[src/rtl/idli_pkg.sv]
// Shared types and the instruction decode function for the idli core.
package idli_pkg;

   typedef enum logic {
      PIPE_ALU   = 1'b0,
      PIPE_SHIFT = 1'b1
   } pipe_t;

   typedef enum logic [1:0] {
      ALU_OP_ADD = 2'd0,
      ALU_OP_AND = 2'd1,
      ALU_OP_OR  = 2'd2,
      ALU_OP_XOR = 2'd3
   } alu_op_t;

   typedef enum logic [2:0] {
      CMP_OP_EQ  = 3'd0,
      CMP_OP_NE  = 3'd1,
      CMP_OP_LT  = 3'd2,
      CMP_OP_GE  = 3'd3,
      CMP_OP_LTU = 3'd4,
      CMP_OP_GEU = 3'd5,
      CMP_OP_BC  = 3'd6,
      CMP_OP_BS  = 3'd7
   } cmp_op_t;

   typedef enum logic [1:0] {
      SHIFT_OP_ROL = 2'd0,
      SHIFT_OP_ROR = 2'd1,
      SHIFT_OP_SHL = 2'd2,
      SHIFT_OP_SHR = 2'd3
   } shift_op_t;

   typedef struct packed {
      pipe_t     pipe;
      alu_op_t   alu_op;
      logic      alu_inv;
      logic      alu_cin;
      cmp_op_t   cmp_op;
      shift_op_t shift_op;
   } decode_t;

   // Decode a 16b encoding into execution control signals.
   function automatic decode_t idli_decode_f(input logic [15:0] enc);
      decode_t    dec;
      logic [3:0] n0;
      logic [3:0] n1;
      logic [3:0] n3;
      n0 = enc[3:0];
      n1 = enc[7:4];
      n3 = enc[15:12];

      dec.pipe = (n0 == 4'hA && n3[3]) ? PIPE_SHIFT : PIPE_ALU;

      if (n0 == 4'h2 || n0 == 4'h3 || (n0 == 4'hB && n1[2:0] == 3'b110)) begin
         dec.alu_op = ALU_OP_AND;
      end else if (n0 == 4'h4) begin
         dec.alu_op = ALU_OP_OR;
      end else if (n0 == 4'h5 || (n0 == 4'hA && n3 == 4'hE)) begin
         dec.alu_op = ALU_OP_XOR;
      end else begin
         dec.alu_op = ALU_OP_ADD;
      end

      dec.alu_inv = (n0 == 4'h1) || (n0 == 4'h3) ||
                    (n0 == 4'hA && (n3 == 4'hE || n3[3:2] == 2'b01 || (n3[3] && n3[0])));
      dec.alu_cin = (n0 == 4'h1) ||
                    (n0 == 4'hA && (n3[3:2] == 2'b00 || (n3[3:2] == 2'b10 && !n3[0])));
      dec.cmp_op   = cmp_op_t'(n1[2:0]);
      dec.shift_op = shift_op_t'(n3[1:0]);
      return dec;
   endfunction

endpackage

[src/rtl/idli_dq_fifo_m.sv]
// Encoding FIFO: DEPTH entries of 16b, head visible combinationally.
module idli_dq_fifo_m
   import idli_pkg::*;
#(
   parameter int DEPTH = 2,
   parameter int CNT_W = $clog2(DEPTH + 1)
) (
   input  logic             clk,
   input  logic             rst,
   input  logic             push,
   input  logic [15:0]      push_data,
   input  logic             take,
   input  logic             flush,
   output logic [15:0]      head,
   output logic             vld,
   output logic [CNT_W-1:0] cnt
);

   localparam int PTR_W = $clog2(DEPTH);

   logic [15:0]      mem [DEPTH];
   logic [PTR_W-1:0] wr_ptr_reg;
   logic [PTR_W-1:0] rd_ptr_reg;
   logic [CNT_W-1:0] cnt_reg;
   logic             push_ok;
   logic             take_ok;

   // Flush wins over both handshakes; full pushes and empty takes are dropped.
   assign push_ok = push && !flush && (cnt_reg != CNT_W'(DEPTH));
   assign take_ok = take && !flush && (cnt_reg != '0);

   // Storage write; contents are deliberately left unreset.
   always_ff @(posedge clk) begin
      if (push_ok) begin
         mem[wr_ptr_reg] <= push_data;
      end
   end

   // Pointer and occupancy bookkeeping; pointers wrap naturally (DEPTH is 2^n).
   always_ff @(posedge clk or posedge rst) begin
      if (rst) begin
         wr_ptr_reg <= '0;
         rd_ptr_reg <= '0;
         cnt_reg    <= '0;
      end else if (flush) begin
         wr_ptr_reg <= '0;
         rd_ptr_reg <= '0;
         cnt_reg    <= '0;
      end else begin
         if (push_ok) begin
            wr_ptr_reg <= wr_ptr_reg + PTR_W'(1);
         end
         if (take_ok) begin
            rd_ptr_reg <= rd_ptr_reg + PTR_W'(1);
         end
         unique case ({push_ok, take_ok})
            2'b10:   cnt_reg <= cnt_reg + CNT_W'(1);
            2'b01:   cnt_reg <= cnt_reg - CNT_W'(1);
            default: cnt_reg <= cnt_reg;
         endcase
      end
   end

   assign head = mem[rd_ptr_reg];
   assign vld  = (cnt_reg != '0);
   assign cnt  = cnt_reg;

endmodule

[src/rtl/idli_decq_m.sv]
// Instruction assembly queue: gathers LANE_W-bit beats into 16b encodings,
// queues them and presents the decoded head to execution.
module idli_decq_m
   import idli_pkg::*;
#(
   parameter int LANE_W = 4,
   parameter int DEPTH  = 2,
   parameter int BEATS  = 16 / LANE_W,
   parameter int CNT_W  = $clog2(DEPTH + 1)
) (
   input  logic              i_dq_gck,
   input  logic              i_dq_rst,
   input  logic [LANE_W-1:0] i_dq_lane,
   input  logic              i_dq_lane_vld,
   output logic              o_dq_lane_rdy,
   input  logic              i_dq_flush,
   input  logic              i_dq_take,
   output logic              o_dq_vld,
   output logic [CNT_W-1:0]  o_dq_cnt,
   output logic [15:0]       o_dq_enc,
   output pipe_t             o_dq_pipe,
   output alu_op_t           o_dq_alu_op,
   output logic              o_dq_alu_inv,
   output logic              o_dq_alu_cin,
   output cmp_op_t           o_dq_cmp_op,
   output shift_op_t         o_dq_shift_op
);

   localparam int BEAT_W = (BEATS > 1) ? $clog2(BEATS) : 1;
   localparam logic [BEAT_W-1:0] LAST_BEAT = BEAT_W'(BEATS - 1);

   logic [BEAT_W-1:0] beat_reg;
   logic [15:0]       asm_reg;
   logic [15:0]       word_next;
   logic              accept;
   logic              push;
   logic [15:0]       head;
   logic              fifo_vld;
   logic [CNT_W-1:0]  fifo_cnt;
   decode_t           dec;

   assign accept = i_dq_lane_vld && o_dq_lane_rdy;
   assign push   = accept && (beat_reg == LAST_BEAT);

   // Only the final beat needs FIFO space; earlier beats can always be taken.
   assign o_dq_lane_rdy = (fifo_cnt < CNT_W'(DEPTH)) || (beat_reg != LAST_BEAT);

   // Merge the incoming beat into its slot; beat 0 lands in the LSBs.
   generate
      for (genvar gi = 0; gi < BEATS; gi++) begin : g_slot
         assign word_next[gi*LANE_W +: LANE_W] =
            (beat_reg == BEAT_W'(gi)) ? i_dq_lane : asm_reg[gi*LANE_W +: LANE_W];
      end
   endgenerate

   // Beat counter and partial word; a flush drops the beat seen that cycle.
   always_ff @(posedge i_dq_gck or posedge i_dq_rst) begin
      if (i_dq_rst) begin
         beat_reg <= '0;
         asm_reg  <= '0;
      end else if (i_dq_flush) begin
         beat_reg <= '0;
      end else if (accept) begin
         asm_reg  <= word_next;
         beat_reg <= push ? '0 : beat_reg + BEAT_W'(1);
      end
   end

   idli_dq_fifo_m #(
      .DEPTH (DEPTH),
      .CNT_W (CNT_W)
   ) u_fifo (
      .clk       (i_dq_gck),
      .rst       (i_dq_rst),
      .push      (push),
      .push_data (word_next),
      .take      (i_dq_take),
      .flush     (i_dq_flush),
      .head      (head),
      .vld       (fifo_vld),
      .cnt       (fifo_cnt)
   );

   // Empty queue presents a zero encoding, which decodes to a harmless ADD.
   assign o_dq_vld = fifo_vld;
   assign o_dq_cnt = fifo_cnt;
   assign o_dq_enc = fifo_vld ? head : 16'h0000;
   assign dec      = idli_decode_f(o_dq_enc);

   assign o_dq_pipe     = dec.pipe;
   assign o_dq_alu_op   = dec.alu_op;
   assign o_dq_alu_inv  = dec.alu_inv;
   assign o_dq_alu_cin  = dec.alu_cin;
   assign o_dq_cmp_op   = dec.cmp_op;
   assign o_dq_shift_op = dec.shift_op;

endmodule
[config.mk]
export PLATFORM = sky130hd
export DESIGN_NAME = idli_decq_m
export DESIGN_NICKNAME = d
export VERILOG_FILES = /design/src/rtl/idli_pkg.sv /design/src/rtl/idli_dq_fifo_m.sv /design/src/rtl/idli_decq_m.sv
export SDC_FILE = /design/constraint.sdc
export NUM_CORES = 1
export LEC_CHECK = 0
export BUFFER_PORTS_ARGS = -buffer_cell sky130_fd_sc_hd__buf_2
export CORE_MARGIN = 2
export CORE_UTILIZATION = 48
export DETAILED_ROUTE_END_ITERATION = 7
export GPL_TIMING_DRIVEN = 0
export PLACE_DENSITY = 0.69
export SKIP_CTS_REPAIR_TIMING = 1
export SYNTH_ARGS = -nofsm -noshare
export SYNTH_HDL_FRONTEND = slang
export SYNTH_SLANG_ARGS = --single-unit
[constraint.sdc]
create_clock -name i_dq_gck -period 5.2 [get_ports i_dq_gck]
set_clock_uncertainty 0.15 [all_clocks]
set_input_delay 0.26 -clock i_dq_gck [delete_from_list [all_inputs] [get_ports i_dq_gck]]
set_output_delay 0.26 -clock i_dq_gck [all_outputs]
set_load 0.1 [all_outputs]
== After elaboration in Yosys (flattened, before gate mapping) ==
Memories as Yosys holds them, arrays and structs flattened.
Cells that the tools add are included.

* Bits in registers: 22
* Bits in writable memories: 32
* Output and inout port bits: 30
* Memories kept: 1

{| class="wikitable"
|+ Memories
! memory !! words !! bits a word !! rd ports !! clocked after Yosys merged registers in !! write ports !! line !! RTL
|-
| u_fifo.mem || 2 || 16 || 1 || 0 || 1 || idli_dq_fifo_m.sv:21 || <nowiki>logic [15:0] mem [DEPTH];</nowiki>
|}

* $add $sub $neg: 5
* Order comparisons: 1
* Equality and inequality tests: 18
* Muxes and demuxes: 20
* Bitwise gates (word level): 1
* Reductions and logical operators: 33

{| class="wikitable"
|+ Operators with widths
! cell !! count
|-
| 2-to-1 mux 16 bit || 1
|-
| 2-to-1 mux 4 bit || 4
|-
| 2-to-1 mux 2 bit || 7
|-
| logical AND 1 bit || 13
|-
| == test 4 bit (second input constant) || 3
|-
| logical OR 1 bit || 10
|-
| == test 2 bit (second input constant) || 4
|-
| == test 4 x 2 -> 1 bit (second input constant) || 2
|-
| == test 4 x 3 -> 1 bit (second input constant) || 2
|-
| nonzero test 2 bit || 4
|-
| 2-to-1 mux 1 bit || 7
|-
| == test 2 x 1 -> 1 bit (second input constant) || 3
|-
| adder 2 x 1 -> 2 bit (second input constant) || 2
|-
| == test 4 x 1 -> 1 bit (second input constant) || 1
|-
| logical NOT 2 bit || 2
|-
| inequality test 2 bit (second input constant) || 2
|-
| case mux 2 bit (2 select lines) || 1
|-
| == test 3 bit (second input constant) || 1
|-
| nonzero test 3 bit || 1
|-
| adder 1 bit (second input constant) || 2
|-
| logical NOT 1 bit || 2
|-
| less-than comparator 2 bit (second input constant) || 1
|-
| AND reduction 2 bit || 1
|-
| subtractor 2 x 1 -> 2 bit (second input constant) || 1
|-
| inverter 1 bit || 1
|}

== Logic depth before layout (Yosys ltp) ==
Gate-level depths: netlist of the first run.

* Word-level depth: 9
* Mapped depth: 7
* Gate-level depth less buffers: 7

== By module ==
Synthesis of the first run repeated with hierarchy kept, for this count alone.

* Cells, all modules: 189
* Area total of the unflattened synthesis: 2690.1 um^2

{| class="wikitable"
|+ Modules (own cells, without submodules)
! module !! times used !! cells an instance !! area each (um^2)
|-
| idli_dq_fifo_m || 1 || 77 || 1391.3
|-
| idli_decq_m || 1 || 112 || 1298.7
|}

== Worst setup path before layout of the first run ==
No wires, ideal clock.

* Path kind: flip-flop to output port
* Start point: register u_fifo.cnt_reg[1] (netlist: u_fifo.cnt[1])
* End point: output o_dq_alu_inv
* Arrival: 4.421 ns
* Required time: 4.790 ns
* Setup slack: 0.369 ns
* Stages on the path, launching flop included: 6
* Cells stage by stage: dfrtp_1 > nor2_2 > nor2_1 > and3_1 > o21ai_0 > a21oi_1

* Cells in the longest elaborated chain, start to end: 7
* Elaborated cells between the ends (all ways): 13
* Those cells by class: eq/ne: 5; mux: 1; reduce/logical: 7

{| class="wikitable"
|+ Ends and longest elaborated chain
! element !! line !! RTL
|-
| start: declaration || idli_dq_fifo_m.sv:24 || <nowiki>logic [CNT_W-1:0] cnt_reg;</nowiki>
|-
| start signal: assignment || idli_dq_fifo_m.sv:57 || <nowiki>2'b10: cnt_reg <= cnt_reg + CNT_W'(1);</nowiki>
|-
| start signal: assignment || idli_dq_fifo_m.sv:58 || <nowiki>2'b01: cnt_reg <= cnt_reg - CNT_W'(1);</nowiki>
|-
| start signal: assignment || idli_dq_fifo_m.sv:59 || <nowiki>default: cnt_reg <= cnt_reg;</nowiki>
|-
| nonzero test 2 bit * || idli_dq_fifo_m.sv:65 || <nowiki>assign vld = (cnt_reg != '0);</nowiki>
|-
| 2-to-1 mux 16 bit * || idli_decq_m.sv:87 || <nowiki>assign o_dq_enc = fifo_vld ? head : 16'h0000;</nowiki>
|-
| net o_dq_enc[14] || idli_decq_m.sv:20 || <nowiki>output logic [15:0] o_dq_enc,</nowiki>
|-
| == test 4 bit or == test 2 x 1 -> 1 bit (tied branches) || idli_pkg.sv:66 || <nowiki>(n0 == 4'hA && (n3 == 4'hE || n3[3:2] == 2'b01 || (n3[3] && n3[0])));</nowiki>
|-
| logical OR 1 bit * (2 in a row) || idli_pkg.sv:66 ||
|-
| logical AND 1 bit * || idli_pkg.sv:66 ||
|-
| logical OR 1 bit * || idli_pkg.sv:65 || <nowiki>dec.alu_inv = (n0 == 4'h1) || (n0 == 4'h3) ||</nowiki>
|-
| end: declaration || idli_decq_m.sv:23 || <nowiki>output logic o_dq_alu_inv,</nowiki>
|}

Mark *: on every way through the listed nets, which the timed path passes. The rest lies on a longest branch.

== Final worst setup path of the first run ==
* Start point: register u_fifo.cnt_reg[1] (netlist: u_fifo.cnt[1])
* End point: output o_dq_alu_cin

* Cells in the longest elaborated chain, start to end: 7
* Elaborated cells between the ends (all ways): 11
* Those cells by class: eq/ne: 3; mux: 1; reduce/logical: 7

{| class="wikitable"
|+ Ends and longest elaborated chain
! element !! line !! RTL
|-
| nonzero test 2 bit * || idli_dq_fifo_m.sv:65 ||
|-
| 2-to-1 mux 16 bit * || idli_decq_m.sv:87 ||
|-
| == test 2 bit or logical NOT 1 bit (tied branches) || idli_pkg.sv:68 || <nowiki>(n0 == 4'hA && (n3[3:2] == 2'b00 || (n3[3:2] == 2'b10 && !n3[0])));</nowiki>
|-
| logical AND 1 bit || idli_pkg.sv:68 ||
|-
| logical OR 1 bit || idli_pkg.sv:68 ||
|-
| logical AND 1 bit || idli_pkg.sv:68 ||
|-
| logical OR 1 bit * || idli_pkg.sv:67 || <nowiki>dec.alu_cin = (n0 == 4'h1) ||</nowiki>
|-
| end: declaration || idli_decq_m.sv:24 || <nowiki>output logic o_dq_alu_cin,</nowiki>
|}

Every way passes the cells marked *; elsewhere a longest branch is shown, timed or not.

==> results of run 1 <==
power breakdown:
part	internal [mW]	switching, mW	leakage [nW]
logic	0.0913	0.0899	0.615
registers	0.538	0.0243	0.573
clock network	0.147	0.142	0.0591
synth_stat cells (2+ instances only):
master	n
nor3_1	4
buf_4	5
nor2_1	23
nand2_1	13
nor3b_1	2
mux2_2	34
o21ai_0	3
clkbuf_1	3
ha_1	4
xnor2_1	2
mux2i_1	12
nand2b_1	2
inv_1	6
edfxtp_1	32
nand3_1	3
nand2_2	2
a21oi_1	6
dfrtp_1	22
or3_1	2
cell type report:
type / instances / area [um^2] / area share (%)
multi-input cells: 122 / 925 / 31.5
clock buffers: 5 / 68.8 / 2.34
well taps: 70 / 87.6 / 2.98
plain buffers: 10 / 65.1 / 2.21
inverters: 7 / 26.3 / 0.894
repair buffers: 39 / 208 / 7.07
clock inverters: 3 / 47.5 / 1.62
flip-flops and latches: 54 / 1510 / 51.4
cell families (layout without fill, tap and decap cells):
logic type | after synthesis | after routing | synth area share, %
fa+ha+maj | 4 | 4 | 1.99
buf+inv | 17 | 64 | 3.63
flops | 54 | 54 | 60.0
simple gates | 57 | 57 | 10.5
mux | 47 | 47 | 20.4
compound gates | 11 | 11 | 2.34
xor+xnor | 3 | 3 | 1.04
final timing paths:
check | startpoint | to | cells after the start
setup / recovery | u_fifo.cnt[1] | o_dq_alu_cin | 6
hold / removal | i_dq_rst | asm_reg[11] | 2
setup reg to reg | beat_reg[0] | asm_reg[12] | 6
hold reg to reg | asm_reg[4] | asm_reg[4] | 1
max in group asynchronous | i_dq_rst | asm_reg[1] | 2
min in group i_dq_gck | i_dq_lane_vld | beat_reg[1] | 3
critical path: stages (launching register included):
cell and delay, ns:
dfrtp_1 0.47, nor2_2 0.32, nor2_1 0.20, or3_1 0.39, or3_1 0.36, a21oi_1 0.14, buf_2 0.44
stage by stage:
stage | utilization, % | worst slack, ns | total power [mW] | hold slack [ns]
final | 57.9 | 2.15 | 1.03 | -0.0436
after global placement | 55.0 | 1.48 | 0.741 | 0.332
after floorplan | - | 0.369 | 0.709 | 0.0992
after detailed placement | 55.6 | 2.49 | 0.752 | 0.324
after CTS | 57.9 | 2.13 | 1.04 | -0.0193
after global routing | 57.9 | 1.97 | 1.08 | 0.0309
layer usage:
layer | GRT usage, % | up-vias | share of wire, %
li1 | - | 781 | -
met1 | 22.8 | 731 | 49
met2 | 25.2 | 36 | 45
met3 | 3.08 | 10 | 4.3
met4 | 7.64 | 0 | 2.1
met5 | 0 | - | 0
==> flow_summary.yaml, run 1 <==
timing:
  slew_headroom_pct: 43.3
  setup_viol: 0
  hold_viol_final: 22
  finalSetupTns_ns: 0
  holdWs_ns: -0.0436
  drv_slew: 0
  period_share_pct: 58.7
  grt_setup_unrepaired: "false"
  fin_crit_ns: 3.05
  max_freq_mhz: 328
  tightest_slew_ns: 0.850
clocking:
  cts_buffer_depth: 2
  cts.sinks: 54
  clk_latency_ns: 0.31
  tritoncts: "yes"
  cts-root-buf: "clkbuf_8"
  numCtsBuffers: 5
  htree_levels: 2
  clkTransAtPathRegs_ns: 0.10
synth:
  synthCells: 193
  synth_ff_type: "edfxtp_1"
  async_reset_ff_share_pct: 40.7
  ys_types: 32
  ys_seq_elements: 54
  synthTopCellsByArea: "edfxtp_1, dfrtp_1, mux2_2, mux2i_1, nor2_1"
  synth_edf_count: 32
  yosysSeqAreaShare_pct: 60.0
  yosys.area.top_type_share_pct: 38.2
  syn_area_mm2: 0.00252
  synthesis.nets: 206
  syn_avg_cell_area_um2: 13.0
  yosysTopAreaCell: "edfxtp_1"
  yosys_warnings: 0
drt:
  drtIter0Drc: 55
  wire_per_inst_um: 14.6
  drc: 0
  drtAntennaViolNets: 0
  vias: 1558
  dr.pass1.iters: 4
  totalWireLength_mm: 4.52
  drt-vias-per-instance: 5.03
worst_setup_path:
  path_max_fanout: 8
  crit_type: "reg2out"
  arrival_ns: 2.64
  startpoint_type: "register"
  endpoint_kind: "output pin"
  r2r_slack_ns: 2.79
  required_ns: 4.79
hold_path:
  hold_class: "in2async"
layout:
  layout_commonest_cell: "buf_2"
  layout_common_cells: "buf_2, mux2_2, edfxtp_1"
  layout-drive-gt1-share_pct: 39.6
  design_area_mm2: 0.00294
  largest_reg_flops: 32
  finalNonFillerCells: 310
  fillCellCount: 447
  nets: 252
  diodes: 0
  area_delta_synth_final_pct: 16.7
power:
  p_leak_nw: 1.25
  ir_drop_mv: 0.171
  p_per_area_mw_per_mm2: 351
place:
  dp.cells: 302
  port_buffers: 37
  gp_congestion: 0.716
  dpl.hpwl_mm: 3.37
  place_area_mm2: 0.00282
floorplanning:
  die_area_mm2: 0.00584
  die_h_um: 76.4
  die_width_um: 76.4
  initial_core_util_pct: 49.6
  coreArea_mm2: 0.00507
  io_pins: 39
  fp-row-count: 26
outcome:
  violations: "negative hold slack"
  status: "finished with violations"
global_route:
  overflow: 0
  grt_util_all_layers_pct: 16.5
  grt_first_pass_wirelength_mm: 7.49
  antenna_found_initial: 0
  grt_max_degree: 23
  first_global_vias: 1538
run:
  maxCapViolCount: 0
Note: power is estimated with default switching activity, not from simulation.
==> run 2, diff against run 1 <==
clock period = 3.1 ns   (was 5.2 ns; I/O delays follow)
==> flow_summary.yaml, run 2 (synthesis gave the netlist of run 1 again) <==
drt:
  dr.pass1.iters: 4
  drtIter0Drc: 80
  drc: 0
  drtAntennaViolNets: 0
  drt-vias-per-instance: 5.05
  wire_per_inst_um: 14.5
  vias: 1577
  totalWireLength_mm: 4.52
floorplanning:
  die_width_um: 76.4
  die_h_um: 76.4
  coreArea_mm2: 0.00507
  die_area_mm2: 0.00584
  fp-row-count: 26
  initial_core_util_pct: 49.6
  io_pins: 39
clocking:
  cts-root-buf: "clkbuf_8"
  htree_levels: 2
  cts.sinks: 54
  numCtsBuffers: 5
  cts_buffer_depth: 2
  tritoncts: "yes"
  clk_latency_ns: 0.31
  clkTransAtPathRegs_ns: 0.09
place:
  dp.cells: 302
  dp_slack_ns: 0.527
  dpl.hpwl_mm: 3.41
  port_buffers: 37
  place_area_mm2: 0.00289
  gp_congestion: 0.789
layout:
  design_area_mm2: 0.00302
  area_delta_synth_final_pct: 20.1
  diodes: 0
  largest_reg_flops: 32
  fillCellCount: 433
  layout_commonest_cell: "buf_2"
  layout-drive-gt1-share_pct: 44.6
  nets: 254
  finalNonFillerCells: 312
  layout_common_cells: "buf_2, mux2_2, edfxtp_1"
worst_setup_path:
  r2r_slack_ns: 0.56
  worstSetupStartpoint: "u_fifo.cnt[1]"
  required_ns: 2.79
  reg2reg_depth: 5
  startpoint_type: "register"
  path_max_fanout: 10
  crit_type: "reg2out"
  regToRegEndpoint: "u_fifo.mem[1][14]"
  endpoint_kind: "output pin"
  r2r-start: "beat_reg[1]"
  arrival_ns: 2.59
global_route:
  grt_first_pass_wirelength_mm: 7.27
  antenna_found_initial: 0
  grt_util_all_layers_pct: 16.2
  grt_max_degree: 23
  first_global_vias: 1490
  overflow: 0
timing:
  holdWs_ns: 0.0342
  hold_viol_final: 0
  grt_setup_unrepaired: "false"
  period_share_pct: 93.2
  tightest_slew_ns: 0.875
  setup_ws_ns: 0.210
  max_freq_mhz: 346
  drv_slew: 0
  fin_crit_ns: 2.89
  slew_headroom_pct: 41.6
  setup_viol: 0
hold_path:
  holdCritStartpoint: "i_dq_take"
  hold_class: "in2reg"
  hold_end: "u_fifo.cnt[1]"
  min_path_cells: 3
outcome:
  status: "finished clean"
power:
  ir_drop_mv: 0.389
  p_leak_nw: 1.23
  p_per_area_mw_per_mm2: 567
run:
  maxCapViolCount: 0
run 2: cell types whose count changed in the layout (fill, tap and decap cells not counted), sizes merged:
cell         before  now
dlygate4sd3       0    2
clkbuf            8    9
clkinvlp          0    2
inv               9    6
run 2: worst max path at each step:
stage	endpoint	slack, ns	cells past startpoint
2_1_floorplan	o_dq_alu_inv	-0.21	5
3_3_place_gp	u_fifo.mem[1][10]	-0.62	4
3_5_place_dp	o_dq_alu_op[0]	0.53	7
4_1_cts	o_dq_alu_op[0]	0.18	7
5_1_grt	o_dq_alu_op[0]	0.06	7
6_report	o_dq_alu_op[0]	0.21	7
run 2: critical path, stage by stage, from the launching register on:
cell	delay [ns]
dfrtp_2	0.48
nor2_4	0.22
clkbuf_1	0.61
nor2_4	0.17
nor2_1	0.12
nand4_1	0.13
nand3_1	0.11
buf_2	0.42
run 2: area by class of cell:
cell class	instances	area [um^2]	area share (%)
inverter	7	32.5	1.08
multi-input combinational	122	986	32.6
sequential	54	1510	50.1
clock inverter	2	37.5	1.24
timing repair buffer	41	228	7.53
clock buffer	6	72.6	2.40
tap	70	87.6	2.90
buffer	10	65.1	2.15
run 2: metal layers:
| layer | part of all wire [%] | up-vias | wire length, um | global-route usage, % |
|---|---|---|---|---|
| met2 | 49 | 34 | 2200 | 26.4 |
| met3 | 3.8 | 5 | 170 | 4.27 |
| li1 | - | 772 | - | - |
| met5 | 0 | - | 0 | 0 |
| met1 | 46 | 766 | 2090 | 20.8 |
| met4 | 1.4 | 0 | 62 | 6.00 |
run 2: per-stage QoR:
stage / util [%] / TNS, ns / power (mW)
2_1_floorplan: - / -0.382 / 1.19
3_3_place_gp: 56.4 / -16.89 / 1.25
3_5_place_dp: 57.0 / 0 / 1.27
4_1_cts: 59.2 / 0 / 1.73
5_1_grt: 59.6 / 0 / 1.79
6_report: 59.6 / 0 / 1.71
run 2: power by group:
part / switching [mW] / total (mW) / leakage, nW / internal, mW
registers: 0.0421 / 0.944 / 0.569 / 0.902
logic: 0.153 / 0.309 / 0.614 / 0.156
clock network: 0.220 / 0.461 / 0.0514 / 0.241
total: 0.416 / 1.71 / 1.23 / 1.30
==> run 3, diff against run 2 <==
PLACE_DENSITY = 0.72   (was 0.69)
clock period = 2.6 ns   (was 3.1 ns; I/O delays follow)
==> flow_summary.yaml, run 3 (synthesis gave the netlist of run 1 again) <==
floorplanning:
  fp-row-count: 26
  die_width_um: 76.4
  die_h_um: 76.4
  initial_core_util_pct: 49.6
  coreArea_mm2: 0.00507
  die_area_mm2: 0.00584
  io_pins: 39
worst_setup_path:
  endpoint_kind: "output pin"
  crit_chain: "nor2_4, buf_4, nor2_4, or3_4, or3_4, a21oi_4, buf_12"
  crit_type: "reg2out"
  path_buf_inv: 2
  required_ns: 2.32
  path_max_fanout: 7
  cp_top_family: "simple AND/OR/NAND/NOR gates"
  startpoint_type: "register"
  cpPeakStageDelay_ns: 0.51
  arrival_ns: 2.36
  slowest_stage: "dfrtp_4"
power:
  p_leak_nw: 1.35
  p_per_area_mw_per_mm2: 604
  ir_drop_mv: 0.482
place:
  place_area_mm2: 0.00294
  port_buffers: 37
  dp.cells: 300
  dpl.hpwl_mm: 3.38
  dp_slack_ns: -0.337
  gp_congestion: 0.728
timing:
  holdWs_ns: 0.0241
  max_freq_mhz: 379
  drv_slew: 0
  tightest_slew_ns: 0.876
  fin_crit_ns: 2.64
  period_share_pct: 101
  grt_setup_unrepaired: "true"
  slew_headroom_pct: 41.5
  hold_viol_final: 0
  setup_viol: 1
  setup_ws_ns: -0.0389
drt:
  drc: 0
  wire_per_inst_um: 14.9
  totalWireLength_mm: 4.85
  drtAntennaViolNets: 0
  drt-vias-per-instance: 5.00
  dr.pass1.iters: 4
  vias: 1626
  drtIter0Drc: 93
layout:
  diodes: 0
  finalNonFillerCells: 325
  layout-drive-gt1-share_pct: 52.5
  area_delta_synth_final_pct: 29.8
  design_area_mm2: 0.00327
  layout_common_cells: "mux2_2, buf_2, edfxtp_1"
  layout_commonest_cell: "mux2_2"
  largest_reg_flops: 32
  nets: 267
clocking:
  clk_latency_ns: 0.30
  numCtsBuffers: 5
  htree_levels: 2
  cts.sinks: 54
  cts_buffer_depth: 2
  cts-root-buf: "clkbuf_8"
  tritoncts: "yes"
  clkTransAtPathRegs_ns: 0.09
global_route:
  overflow: 0
  grt_first_pass_wirelength_mm: 7.92
  grt_util_all_layers_pct: 17.3
  antenna_found_initial: 0
  grt_max_degree: 23
  first_global_vias: 1563
run:
  maxCapViolCount: 0
outcome:
  violations: "negative setup slack"
  status: "finished with violations"
hold_path:
  hold_class: "in2reg"
[run 3: worst paths after layout]
path | start | to | slack, ns | cells after the start
min | i_dq_take | u_fifo.cnt[0] | 0.02 | 3
max in group asynchronous | i_dq_rst | u_fifo.cnt[0] | 1.26 | 3
max reg2reg | beat_reg[1] | u_fifo.mem[0][13] | 0.25 | 4
min in group asynchronous | i_dq_rst | asm_reg[5] | 0.39 | 3
max | u_fifo.cnt[0] | o_dq_alu_cin | -0.04 | 7
min reg2reg | asm_reg[0] | asm_reg[0] | 0.36 | 1
[run 3: layout make-up]
type	count	area [um^2]
repair buffers	54	373
fillers	407	1810
clock buffers	6	72.6
well taps	70	87.6
flip-flops and latches	54	1520
clock inverters	2	13.8
plain buffers	10	73.8
inverters	7	37.5
multi-input cells	122	1090
[run 3: power breakdown]
group          leakage, nW  internal [mW]  switching (mW)
logic                0.738          0.191           0.196
clock network       0.0417          0.191           0.269
registers            0.567           1.08          0.0509
total                 1.35           1.46           0.516
[run 3: metrics by stage]
stage	utilization, %	setup TNS [ns]	power, mW
after floorplan	-	-4.36	1.42
after global placement	57.9	-5.54	1.49
after detailed placement	57.9	-4.87	1.52
after CTS	59.6	-6.78	1.97
after global routing	64.4	-0.180	2.08
final	64.4	-0.0389	1.97
[run 3: worst register-to-register path, cell delays in order, from the launching register on]
cell and delay (ns):
dfrtp_1 0.40, ha_1 0.32, nand2_1 0.14, or2_2 0.36, nor3_4 0.61
[run 3: routing by layer]
metal	wire, um	vias to the layer above	track usage (%)
li1	-	808	-
met1	2240	780	24.0
met2	2400	34	27.0
met3	170	4	4.38
met4	42	0	5.45
met5	0	-	0
